**src/rtl/mips_pkg.sv**
```systemverilog
// Shared MIPS encoder types: mnemonic enum, opcode constants and opcode lookup.
package mips_pkg;

    typedef enum logic [4:0] {
        RTYPE, JR, LW, SW, BEQ, BNE, ADDI, ORI, J, LH,
        LB, LBU, ANDI, JAL, LUI, XORI, BLEZ, SLTI, BGTZ
    } mnem_t;

    localparam logic [5:0] OP_SPECIAL = 6'b000000;
    localparam logic [5:0] OP_LW      = 6'b100011;
    localparam logic [5:0] OP_SW      = 6'b101011;
    localparam logic [5:0] OP_BEQ     = 6'b000100;
    localparam logic [5:0] OP_BNE     = 6'b000101;
    localparam logic [5:0] OP_ADDI    = 6'b001000;
    localparam logic [5:0] OP_ORI     = 6'b001101;
    localparam logic [5:0] OP_J       = 6'b000010;
    localparam logic [5:0] OP_LH      = 6'b100001;
    localparam logic [5:0] OP_LB      = 6'b100000;
    localparam logic [5:0] OP_LBU     = 6'b100100;
    localparam logic [5:0] OP_ANDI    = 6'b001100;
    localparam logic [5:0] OP_JAL     = 6'b000011;
    localparam logic [5:0] OP_LUI     = 6'b001111;
    localparam logic [5:0] OP_XORI    = 6'b001110;
    localparam logic [5:0] OP_BLEZ    = 6'b000110;
    localparam logic [5:0] OP_SLTI    = 6'b001010;
    localparam logic [5:0] OP_BGTZ    = 6'b000111;

    localparam logic [5:0] FUNCT_JR   = 6'b001000;

    function automatic logic [5:0] opcode_of(mnem_t m);
        case (m)
            LW:      return OP_LW;
            SW:      return OP_SW;
            BEQ:     return OP_BEQ;
            BNE:     return OP_BNE;
            ADDI:    return OP_ADDI;
            ORI:     return OP_ORI;
            J:       return OP_J;
            LH:      return OP_LH;
            LB:      return OP_LB;
            LBU:     return OP_LBU;
            ANDI:    return OP_ANDI;
            JAL:     return OP_JAL;
            LUI:     return OP_LUI;
            XORI:    return OP_XORI;
            BLEZ:    return OP_BLEZ;
            SLTI:    return OP_SLTI;
            BGTZ:    return OP_BGTZ;
            default: return OP_SPECIAL;
        endcase
    endfunction

endpackage

```
**src/rtl/instr_encoder_if.sv**
```systemverilog
// Request/output bundle of instr_encoder; slave is the encoder side, master the requester/consumer.
interface instr_encoder_if;
    import mips_pkg::*;

    logic        in_valid;
    logic        in_ready;
    mnem_t       mnem;
    logic [4:0]  rs;
    logic [4:0]  rt;
    logic [4:0]  rd;
    logic [4:0]  shamt;
    logic [5:0]  funct;
    logic [15:0] imm;
    logic [25:0] target;
    logic        out_valid;
    logic        out_ready;
    logic [31:0] out_instr;
    logic [31:0] out_addr;
    logic        err;

    modport slave (
        input  in_valid, mnem, rs, rt, rd, shamt, funct, imm, target, out_ready,
        output in_ready, out_valid, out_instr, out_addr, err
    );

    modport master (
        output in_valid, mnem, rs, rt, rd, shamt, funct, imm, target, out_ready,
        input  in_ready, out_valid, out_instr, out_addr, err
    );

endinterface

```
**src/rtl/instr_fifo.sv**
```systemverilog
// Synchronous FIFO with extra pointer bit for full/empty; reset and clear both flush it.
module instr_fifo #(
    parameter int unsigned WIDTH = 32,
    parameter int unsigned DEPTH = 4
) (
    input  logic             clk,
    input  logic             reset,
    input  logic             clear,
    input  logic             push,
    input  logic [WIDTH-1:0] din,
    input  logic             pop,
    output logic [WIDTH-1:0] dout,
    output logic             full,
    output logic             empty
);

    localparam int unsigned AW = (DEPTH > 1) ? $clog2(DEPTH) : 1;

    logic [WIDTH-1:0] r_mem [DEPTH];
    logic [AW:0]      r_wr_ptr;
    logic [AW:0]      r_rd_ptr;
    logic             w_do_push;
    logic             w_do_pop;
    logic             w_flush;

    assign w_flush   = reset || clear;
    assign w_do_push = push && !full && !w_flush;
    assign w_do_pop  = pop && !empty && !w_flush;

    assign empty = (r_wr_ptr == r_rd_ptr);
    assign full  = (r_wr_ptr[AW] != r_rd_ptr[AW]) &&
                   (r_wr_ptr[AW-1:0] == r_rd_ptr[AW-1:0]);
    assign dout  = r_mem[r_rd_ptr[AW-1:0]];

    always_ff @(posedge clk) begin
        if (w_flush) begin
            r_wr_ptr <= '0;
            r_rd_ptr <= '0;
        end else begin
            if (w_do_push) begin
                r_wr_ptr <= r_wr_ptr + {{AW{1'b0}}, 1'b1};
            end
            if (w_do_pop) begin
                r_rd_ptr <= r_rd_ptr + {{AW{1'b0}}, 1'b1};
            end
        end
    end

    // Storage is not reset; the pointers alone define which entries are live.
    always_ff @(posedge clk) begin
        if (w_do_push) begin
            r_mem[r_wr_ptr[AW-1:0]] <= din;
        end
    end

endmodule

```
**src/rtl/instr_encoder.sv**
```systemverilog
// MIPS instruction encoder with output FIFO and byte-address counter.
// Compile option: MIPS_ENC_EXT_EN enables the extended mnemonic set.
module instr_encoder
    import mips_pkg::*;
#(
    parameter int unsigned DEPTH     = 4,
    parameter logic [31:0] BASE_ADDR = 32'h0000_0000
) (
    input  logic           clk,
    input  logic           reset,
    input  logic           clear,
    instr_encoder_if.slave bus
);

    logic        w_legal;
    logic [31:0] w_instr;
    logic        w_full;
    logic        w_empty;
    logic        w_accept;
    logic        w_push;
    logic        w_pop;
    logic [31:0] w_fifo_dout;
    logic [31:0] r_addr;
    logic        r_err;

    always_comb begin
        w_legal = 1'b0;
        case (bus.mnem)
`ifdef MIPS_ENC_EXT_EN
            RTYPE, JR, LW, SW, BEQ, BNE, ADDI, ORI, J, LH,
            LB, LBU, ANDI, JAL, LUI, XORI, BLEZ, SLTI, BGTZ: w_legal = 1'b1;
`else
            RTYPE, JR, LW, SW, BEQ, ADDI, ORI, J:           w_legal = 1'b1;
`endif
            default:                                        w_legal = 1'b0;
        endcase
    end

    always_comb begin
        w_instr = '0;
        case (bus.mnem)
            RTYPE:   w_instr = {OP_SPECIAL, bus.rs, bus.rt, bus.rd, bus.shamt, bus.funct};
            JR:      w_instr = {OP_SPECIAL, bus.rs, 15'b0, FUNCT_JR};
            J, JAL:  w_instr = {opcode_of(bus.mnem), bus.target};
            default: w_instr = {opcode_of(bus.mnem), bus.rs, bus.rt, bus.imm};
        endcase
    end

    assign w_accept = bus.in_valid && !w_full;
    assign w_push   = w_accept && w_legal;
    assign w_pop    = !w_empty && bus.out_ready;

    instr_fifo #(
        .WIDTH (32),
        .DEPTH (DEPTH)
    ) u_fifo (
        .clk   (clk),
        .reset (reset),
        .clear (clear),
        .push  (w_push),
        .din   (w_instr),
        .pop   (w_pop),
        .dout  (w_fifo_dout),
        .full  (w_full),
        .empty (w_empty)
    );

    always_ff @(posedge clk) begin
        if (reset || clear) begin
            r_addr <= BASE_ADDR;
        end else if (w_pop) begin
            r_addr <= r_addr + 32'd4;
        end
    end

    // A discarded (cleared) request is not an illegal-request event.
    always_ff @(posedge clk) begin
        if (reset || clear) begin
            r_err <= 1'b0;
        end else begin
            r_err <= w_accept && !w_legal;
        end
    end

    assign bus.in_ready  = !w_full;
    assign bus.out_valid = !w_empty;
    assign bus.out_instr = w_empty ? '0 : w_fifo_dout;
    assign bus.out_addr  = r_addr;
    assign bus.err       = r_err;

endmodule

```
**src/flat_wrapper.sv**
```systemverilog
// flat-port wrapper written by rule: the top's interface ports become plain ports
module instr_encoder_flat import mips_pkg::*;
#(
    parameter int unsigned DEPTH     = 4,
    parameter logic [31:0] BASE_ADDR = 32'h0000_0000
)
  (clk, reset, clear, bus_in_valid, bus_mnem, bus_rs, bus_rt, bus_rd, bus_shamt, bus_funct, bus_imm, bus_target, bus_out_ready, bus_in_ready, bus_out_valid, bus_out_instr, bus_out_addr, bus_err);
  instr_encoder_if bus_i ();
  input  logic clk;
  input  logic reset;
  input  logic clear;
  input wire logic [$bits(bus_i.in_valid)-1:0] bus_in_valid;
  input wire logic [$bits(bus_i.mnem)-1:0] bus_mnem;
  input wire logic [$bits(bus_i.rs)-1:0] bus_rs;
  input wire logic [$bits(bus_i.rt)-1:0] bus_rt;
  input wire logic [$bits(bus_i.rd)-1:0] bus_rd;
  input wire logic [$bits(bus_i.shamt)-1:0] bus_shamt;
  input wire logic [$bits(bus_i.funct)-1:0] bus_funct;
  input wire logic [$bits(bus_i.imm)-1:0] bus_imm;
  input wire logic [$bits(bus_i.target)-1:0] bus_target;
  input wire logic [$bits(bus_i.out_ready)-1:0] bus_out_ready;
  output wire logic [$bits(bus_i.in_ready)-1:0] bus_in_ready;
  output wire logic [$bits(bus_i.out_valid)-1:0] bus_out_valid;
  output wire logic [$bits(bus_i.out_instr)-1:0] bus_out_instr;
  output wire logic [$bits(bus_i.out_addr)-1:0] bus_out_addr;
  output wire logic [$bits(bus_i.err)-1:0] bus_err;
  assign bus_i.in_valid = bus_in_valid;
  assign bus_i.mnem = bus_mnem;
  assign bus_i.rs = bus_rs;
  assign bus_i.rt = bus_rt;
  assign bus_i.rd = bus_rd;
  assign bus_i.shamt = bus_shamt;
  assign bus_i.funct = bus_funct;
  assign bus_i.imm = bus_imm;
  assign bus_i.target = bus_target;
  assign bus_i.out_ready = bus_out_ready;
  assign bus_in_ready = bus_i.in_ready;
  assign bus_out_valid = bus_i.out_valid;
  assign bus_out_instr = bus_i.out_instr;
  assign bus_out_addr = bus_i.out_addr;
  assign bus_err = bus_i.err;
  instr_encoder #(.DEPTH(DEPTH), .BASE_ADDR(BASE_ADDR)) u_core (.clk(clk), .reset(reset), .clear(clear), .bus(bus_i));
endmodule
```
**config.mk**
```make
export PLATFORM = sky130hd
export DESIGN_NAME = instr_encoder_flat
export DESIGN_NICKNAME = d
export VERILOG_FILES = /design/src/rtl/mips_pkg.sv /design/src/rtl/instr_encoder_if.sv /design/src/rtl/instr_fifo.sv /design/src/rtl/instr_encoder.sv /design/src/flat_wrapper.sv
export SDC_FILE = /design/constraint.sdc
export NUM_CORES = 1
export LEC_CHECK = 0
export BUFFER_PORTS_ARGS = -buffer_cell sky130_fd_sc_hd__buf_2
export CAP_MARGIN = 20
export CORE_MARGIN = 2
export CORE_UTILIZATION = 38
export CTS_CLUSTER_DIAMETER = 50
export DETAILED_ROUTE_END_ITERATION = 6
export PLACE_DENSITY_LB_ADDON = 0.05
export REMOVE_ABC_BUFFERS = 1
export SLEW_MARGIN = 20
export SYNTH_ARGS = -nofsm -noshare
export SYNTH_HDL_FRONTEND = slang
export SYNTH_SLANG_ARGS = --single-unit
```
**constraint.sdc**
```tcl
create_clock -name clk -period 13 [get_ports clk]
set_input_delay 0 -clock clk [delete_from_list [all_inputs] [get_ports clk]]
set_output_delay 0 -clock clk [all_outputs]
set_load 0.02 [all_outputs]
```
==> report_table.html <==
<table>
<tr><th>Metric</th><th>Value</th></tr>
<tr><th colspan="2">Placed design</th></tr>
<tr><td>Dpl cell area</td><td>8400 sq um</td></tr>
<tr><td>Number of placed cells counting well taps</td><td>923</td></tr>
<tr><td>Placement Setup Slack</td><td>10,300 ps</td></tr>
<tr><td>HPWL after DPL</td><td>10,600 um</td></tr>
<tr><td>Gpl congestion</td><td>0.760</td></tr>
<tr><td>Total of buffers placed on input and output ports</td><td>141</td></tr>
<tr><th colspan="2">Floorplanning</th></tr>
<tr><td>Die Wd</td><td>144 um</td></tr>
<tr><td>Die area</td><td>20,700 sq um</td></tr>
<tr><td>Standard-cell rows</td><td>51</td></tr>
<tr><td>Area of the core</td><td>19,300 sq um</td></tr>
<tr><td>Effective utilization at floorplan</td><td>38.5%</td></tr>
<tr><td>Top-Level Pins</td><td>145</td></tr>
<tr><td>Floorplan die height</td><td>144 um</td></tr>
<tr><th colspan="2">Synthesis</th></tr>
<tr><td>Sequential area share after synthesis</td><td>60.5%</td></tr>
<tr><td>Most used standard cells in the synthesized netlist</td><td>124 x sky130_fd_sc_hd__edfxtp_1, 39 x sky130_fd_sc_hd__and2_1, 39 x sky130_fd_sc_hd__dfxtp_1</td></tr>
<tr><td>Synth area leaders</td><td>sky130_fd_sc_hd__edfxtp_1 50%, sky130_fd_sc_hd__dfxtp_1 10%, sky130_fd_sc_hd__mux4_2 9.7%, sky130_fd_sc_hd__and2_1 3.3%, sky130_fd_sc_hd__a21oi_1 2.4%</td></tr>
<tr><td>Proportion of netlist area held by the largest area contributor</td><td>50.0%</td></tr>
<tr><td>Post-synthesis cell count</td><td>545</td></tr>
<tr><td>Post-synth EDFFs</td><td>124</td></tr>
<tr><td>Multiplexer fraction of the synthesized cell area</td><td>11.0%</td></tr>
<tr><td>Xor and xnor fraction of the mapped netlist area</td><td>0.908%</td></tr>
<tr><td>Basic-gate share of the synthesized area counting and, or, nand and nor cells</td><td>12.3%</td></tr>
<tr><td>Ys flop type</td><td>sky130_fd_sc_hd__edfxtp_1</td></tr>
<tr><td>Mean cell area of the mapped netlist</td><td>13.7 sq um</td></tr>
<tr><td>Flop and latch count out of synthesis</td><td>163</td></tr>
<tr><td>Netlist cell types</td><td>52</td></tr>
<tr><td>Area of the mapped netlist</td><td>7440 sq um</td></tr>
<tr><td>Complex-gate fraction of the synthesized area</td><td>10.1%</td></tr>
<tr><td>Warnings from Yosys</td><td>0</td></tr>
<tr><td>Area share of fa/ha/maj cells after synthesis</td><td>2.35%</td></tr>
<tr><td>Most frequently used cell type in the post-synthesis netlist</td><td>sky130_fd_sc_hd__edfxtp_1</td></tr>
<tr><td>Fraction of registers with async set or reset after synthesis</td><td>0%</td></tr>
<tr><td>Main combinational cell family by area after synthesis</td><td>simple AND/OR/NAND/NOR gates</td></tr>
<tr><td>Most area-hungry cell type in the Yosys netlist</td><td>sky130_fd_sc_hd__edfxtp_1</td></tr>
<tr><th colspan="2">Finish</th></tr>
<tr><td>Area of the multi-input gates</td><td>2780 sq um</td></tr>
<tr><td>Number of nets in the layout</td><td>792</td></tr>
<tr><td>Synthesis-to-layout area growth</td><td>23.7%</td></tr>
<tr><td>Fraction of layout instances using a drive strength above 1</td><td>32.4%</td></tr>
<tr><td>Post-Route Utilization</td><td>47.6%</td></tr>
<tr><td>Register area</td><td>4510 sq um</td></tr>
<tr><td>Fillers</td><td>1,762</td></tr>
<tr><td>Non-filler cells, final</td><td>979</td></tr>
<tr><td>Post-route design area</td><td>9210 sq um</td></tr>
<tr><th colspan="2">Routing</th></tr>
<tr><td>Initial DRC count</td><td>234</td></tr>
<tr><td>DR vias</td><td>5,057</td></tr>
<tr><td>Post-Route WL</td><td>16,600 um</td></tr>
<tr><td>DR DRC count</td><td>0</td></tr>
<tr><td>Via density</td><td>5.17</td></tr>
<tr><td>Wire length per cell</td><td>17.0 um</td></tr>
<tr><td>Post-DRT Antenna Nets</td><td>0</td></tr>
<tr><td>Number of search-and-repair iterations in the first detailed-routing pass</td><td>4</td></tr>
<tr><th colspan="2">Critical path</th></tr>
<tr><td>Required time reported for the critical path endpoint</td><td>13,040 ps</td></tr>
<tr><td>Crit-path max cell delay</td><td>810 ps</td></tr>
<tr><td>Ordered list of cells on the worst path</td><td>xor2_1, o31ai_1, nor3_1, and2_2</td></tr>
<tr><td>Critical R2R Capture</td><td>u_core.u_fifo.r_mem[2][0]$_DFFE_PP_</td></tr>
<tr><td>Total buffers and inverters traversed by the critical path</td><td>0</td></tr>
<tr><td>CP Capture Type</td><td>register</td></tr>
<tr><td>Gate family responsible for the most delay along the worst path</td><td>simple AND/OR/NAND/NOR gates</td></tr>
<tr><td>Crit path arrival time</td><td>2810 ps</td></tr>
<tr><td>Length in cells of the worst reg-to-reg path</td><td>4</td></tr>
<tr><td>FF-to-FF setup slack</td><td>10,230 ps</td></tr>
<tr><td>Worst setup path class</td><td>register to register</td></tr>
<tr><td>Slowest stage cell on the critical path</td><td>sky130_fd_sc_hd__and2_2</td></tr>
<tr><td>Worst Setup Start Kind</td><td>register</td></tr>
<tr><td>R2R Path Start</td><td>u_core.u_fifo.r_wr_ptr[1]$_SDFFE_PP0P_</td></tr>
<tr><td>Highest net fanout along the worst path</td><td>31</td></tr>
<tr><th colspan="2">Pwr</th></tr>
<tr><td>Leakage Power</td><td>3.25 nW</td></tr>
<tr><td>Seq pwr share</td><td>51.2%</td></tr>
<tr><td>Internal Pwr Total</td><td>0.859 mW</td></tr>
<tr><td>Switch share</td><td>22.2%</td></tr>
<tr><td>Portion of total power attributed to the clock network</td><td>43.4%</td></tr>
<tr><td>Share of total power in combinational logic</td><td>5.4%</td></tr>
<tr><td>Tot Pwr</td><td>1.10 mW</td></tr>
<tr><td>PwrDens</td><td>120 nW/um^2</td></tr>
<tr><td>Switching power</td><td>0.245 mW</td></tr>
<tr><td>VDD IR-drop max</td><td>0.0933 mV</td></tr>
<tr><th colspan="2">CTS</th></tr>
<tr><td>Root buf cell</td><td>sky130_fd_sc_hd__clkbuf_16</td></tr>
<tr><td>Number of post-CTS setup repair buffers</td><td>0</td></tr>
<tr><td>Clock transition time at the flip-flop clock pins of the worst setup and hold paths</td><td>60 ps</td></tr>
<tr><td>CTS HTree Levels</td><td>4</td></tr>
<tr><td>Clock buffer count from CTS</td><td>17</td></tr>
<tr><td># clock sinks</td><td>163</td></tr>
<tr><td>Clk Latency, worst-skew pair</td><td>420 ps</td></tr>
<tr><td>Number of buffers on the longest clock path</td><td>2</td></tr>
<tr><td>CTS tree</td><td>built</td></tr>
<tr><th colspan="2">Timing</th></tr>
<tr><td>Measured slew at the worst slew-check pin</td><td>953 ps</td></tr>
<tr><td>Final hold slack</td><td>6.91 ps</td></tr>
<tr><td>Rel. slew slack</td><td>35.9%</td></tr>
<tr><td>Final Max Slew Viols</td><td>0</td></tr>
<tr><td>RSZ-0062 raised after global routing</td><td>false</td></tr>
<tr><td>Highest Clock Rate</td><td>361 MHz</td></tr>
<tr><td>Final setup skew</td><td>8.28 ps</td></tr>
<tr><td>Setup slack of the critical path after layout</td><td>10,230 ps</td></tr>
<tr><td>Setup total negative slack</td><td>0 ps</td></tr>
<tr><td>Total setup violations reported at the end of the flow</td><td>0</td></tr>
<tr><td>Final worst-path cycle share</td><td>21.3%</td></tr>
<tr><td>Min Tclk post-route</td><td>2770 ps</td></tr>
<tr><td>Final Hold Viols</td><td>0</td></tr>
<tr><th colspan="2">GRT</th></tr>
<tr><td>Via count of the first global-routing pass</td><td>5,016</td></tr>
<tr><td>Global-route usage over all layers</td><td>16.6%</td></tr>
<tr><td>Global route overflow</td><td>0</td></tr>
<tr><td>Pin count of the biggest net entering global routing</td><td>44</td></tr>
<tr><td>Antenna violations before repair</td><td>0</td></tr>
<tr><td>Global-route wire length before repair</td><td>26,100 um</td></tr>
<tr><th colspan="2">Min path</th></tr>
<tr><td>Worst min-delay path startpoint</td><td>bus_rt[3]</td></tr>
<tr><td>Hold Path Cell Cnt</td><td>2</td></tr>
<tr><td>Type of the tightest min-delay check</td><td>input pin to register</td></tr>
<tr><td>Destination of the worst hold path</td><td>u_core.u_fifo.r_mem[0][19]$_DFFE_PP_</td></tr>
<tr><th colspan="2">Flow run</th></tr>
<tr><td>Max Cap Viol</td><td>0</td></tr>
<tr><th colspan="2">Run status</th></tr>
<tr><td>Outcome</td><td>finished, final reports clean</td></tr>
</table>
area by class of cell:
type / count / share of cell area (%)
antenna: 1 / 0.0272
clock inverter: 15 / 1.59
tap: 265 / 3.60
multi-input combinational: 338 / 30.2
sequential: 163 / 48.9
clock buffer: 17 / 4.62
timing repair buffer: 170 / 10.7
inverter: 10 / 0.408
worst max path at each step:
stage / start / to / slack [ps] / cells after the start
3_3_place_gp: u_core.u_fifo.r_wr_ptr[1]$_SDFFE_PP0P_ / u_core.u_fifo.r_mem[0][1]$_DFFE_PP_ / 10430 / 4
2_1_floorplan: u_core.u_fifo.r_wr_ptr[1]$_SDFFE_PP0P_ / u_core.u_fifo.r_mem[3][0]$_DFFE_PP_ / 8560 / 3
3_5_place_dp: u_core.u_fifo.r_wr_ptr[1]$_SDFFE_PP0P_ / u_core.u_fifo.r_mem[2][1]$_DFFE_PP_ / 10300 / 4
4_1_cts: u_core.u_fifo.r_wr_ptr[1]$_SDFFE_PP0P_ / bus_out_instr[27] / 10270 / 5
6_report: u_core.u_fifo.r_wr_ptr[1]$_SDFFE_PP0P_ / u_core.u_fifo.r_mem[2][0]$_DFFE_PP_ / 10230 / 4
5_1_grt: u_core.u_fifo.r_wr_ptr[1]$_SDFFE_PP0P_ / u_core.u_fifo.r_mem[2][0]$_DFFE_PP_ / 9940 / 4
sequential cells by signal, indices dropped and copies added (netlist names), named ones only:
name and cells:
u_core.bus.out_addr 30, u_core.bus.err 1, u_core.u_fifo.r_wr_ptr 3, u_core.u_fifo.r_mem 124, u_core.u_fifo.r_rd_ptr 3
power groups by stage:
stage / Combinational (mW) / Clock (mW) / Sequential (mW)
after floorplan: 0.0271 / 0 / 0.577
after global placement: 0.0524 / 0 / 0.576
after detailed placement: 0.0543 / 0 / 0.576
after CTS: 0.0602 / 0.492 / 0.565
after global routing: 0.0664 / 0.515 / 0.565
final: 0.0594 / 0.479 / 0.565
kinds of logic after synthesis:
group / count (synthesis)
AND/OR/NAND/NOR: 157
other: 1
AO/OA/AOI/OAI: 117
adder cells (fa/ha/maj): 14
XOR/XNOR: 6
buffers and inverters: 46
flip-flops: 163
multiplexers: 41
layout by cell type (no fill, tap or decap), drive strengths merged, types with 6 or more instances in the layout:
cell	count
a21oi	35
a22oi	15
and2	39
buf	147
clkbuf	17
clkinvlp	7
dfxtp	39
dlygate4sd3	23
edfxtp	124
ha	14
inv	17
mux2	6
mux4	32
nand2	34
nand3	13
nand4	7
o21ai	26
o31ai	24
or3	13
or4	21
routing by layer:
metal	GRT usage (%)	part of all wire, %	routed length, um	vias up
li1	-	-	-	2446
met1	20.5	43	7200	2467
met5	0	0	0	-
met3	4.23	5.3	881	16
met2	29.1	50	8380	128
met4	4.54	1.0	170	0
timing repair:
| action | in CTS | in global routing |
|---|---|---|
| hold buffers | 23 | 0 |
| resized for setup | 0 | 0 |
| hold endpoints to repair | 43 | 0 |
(Power assumes the default switching activity.)
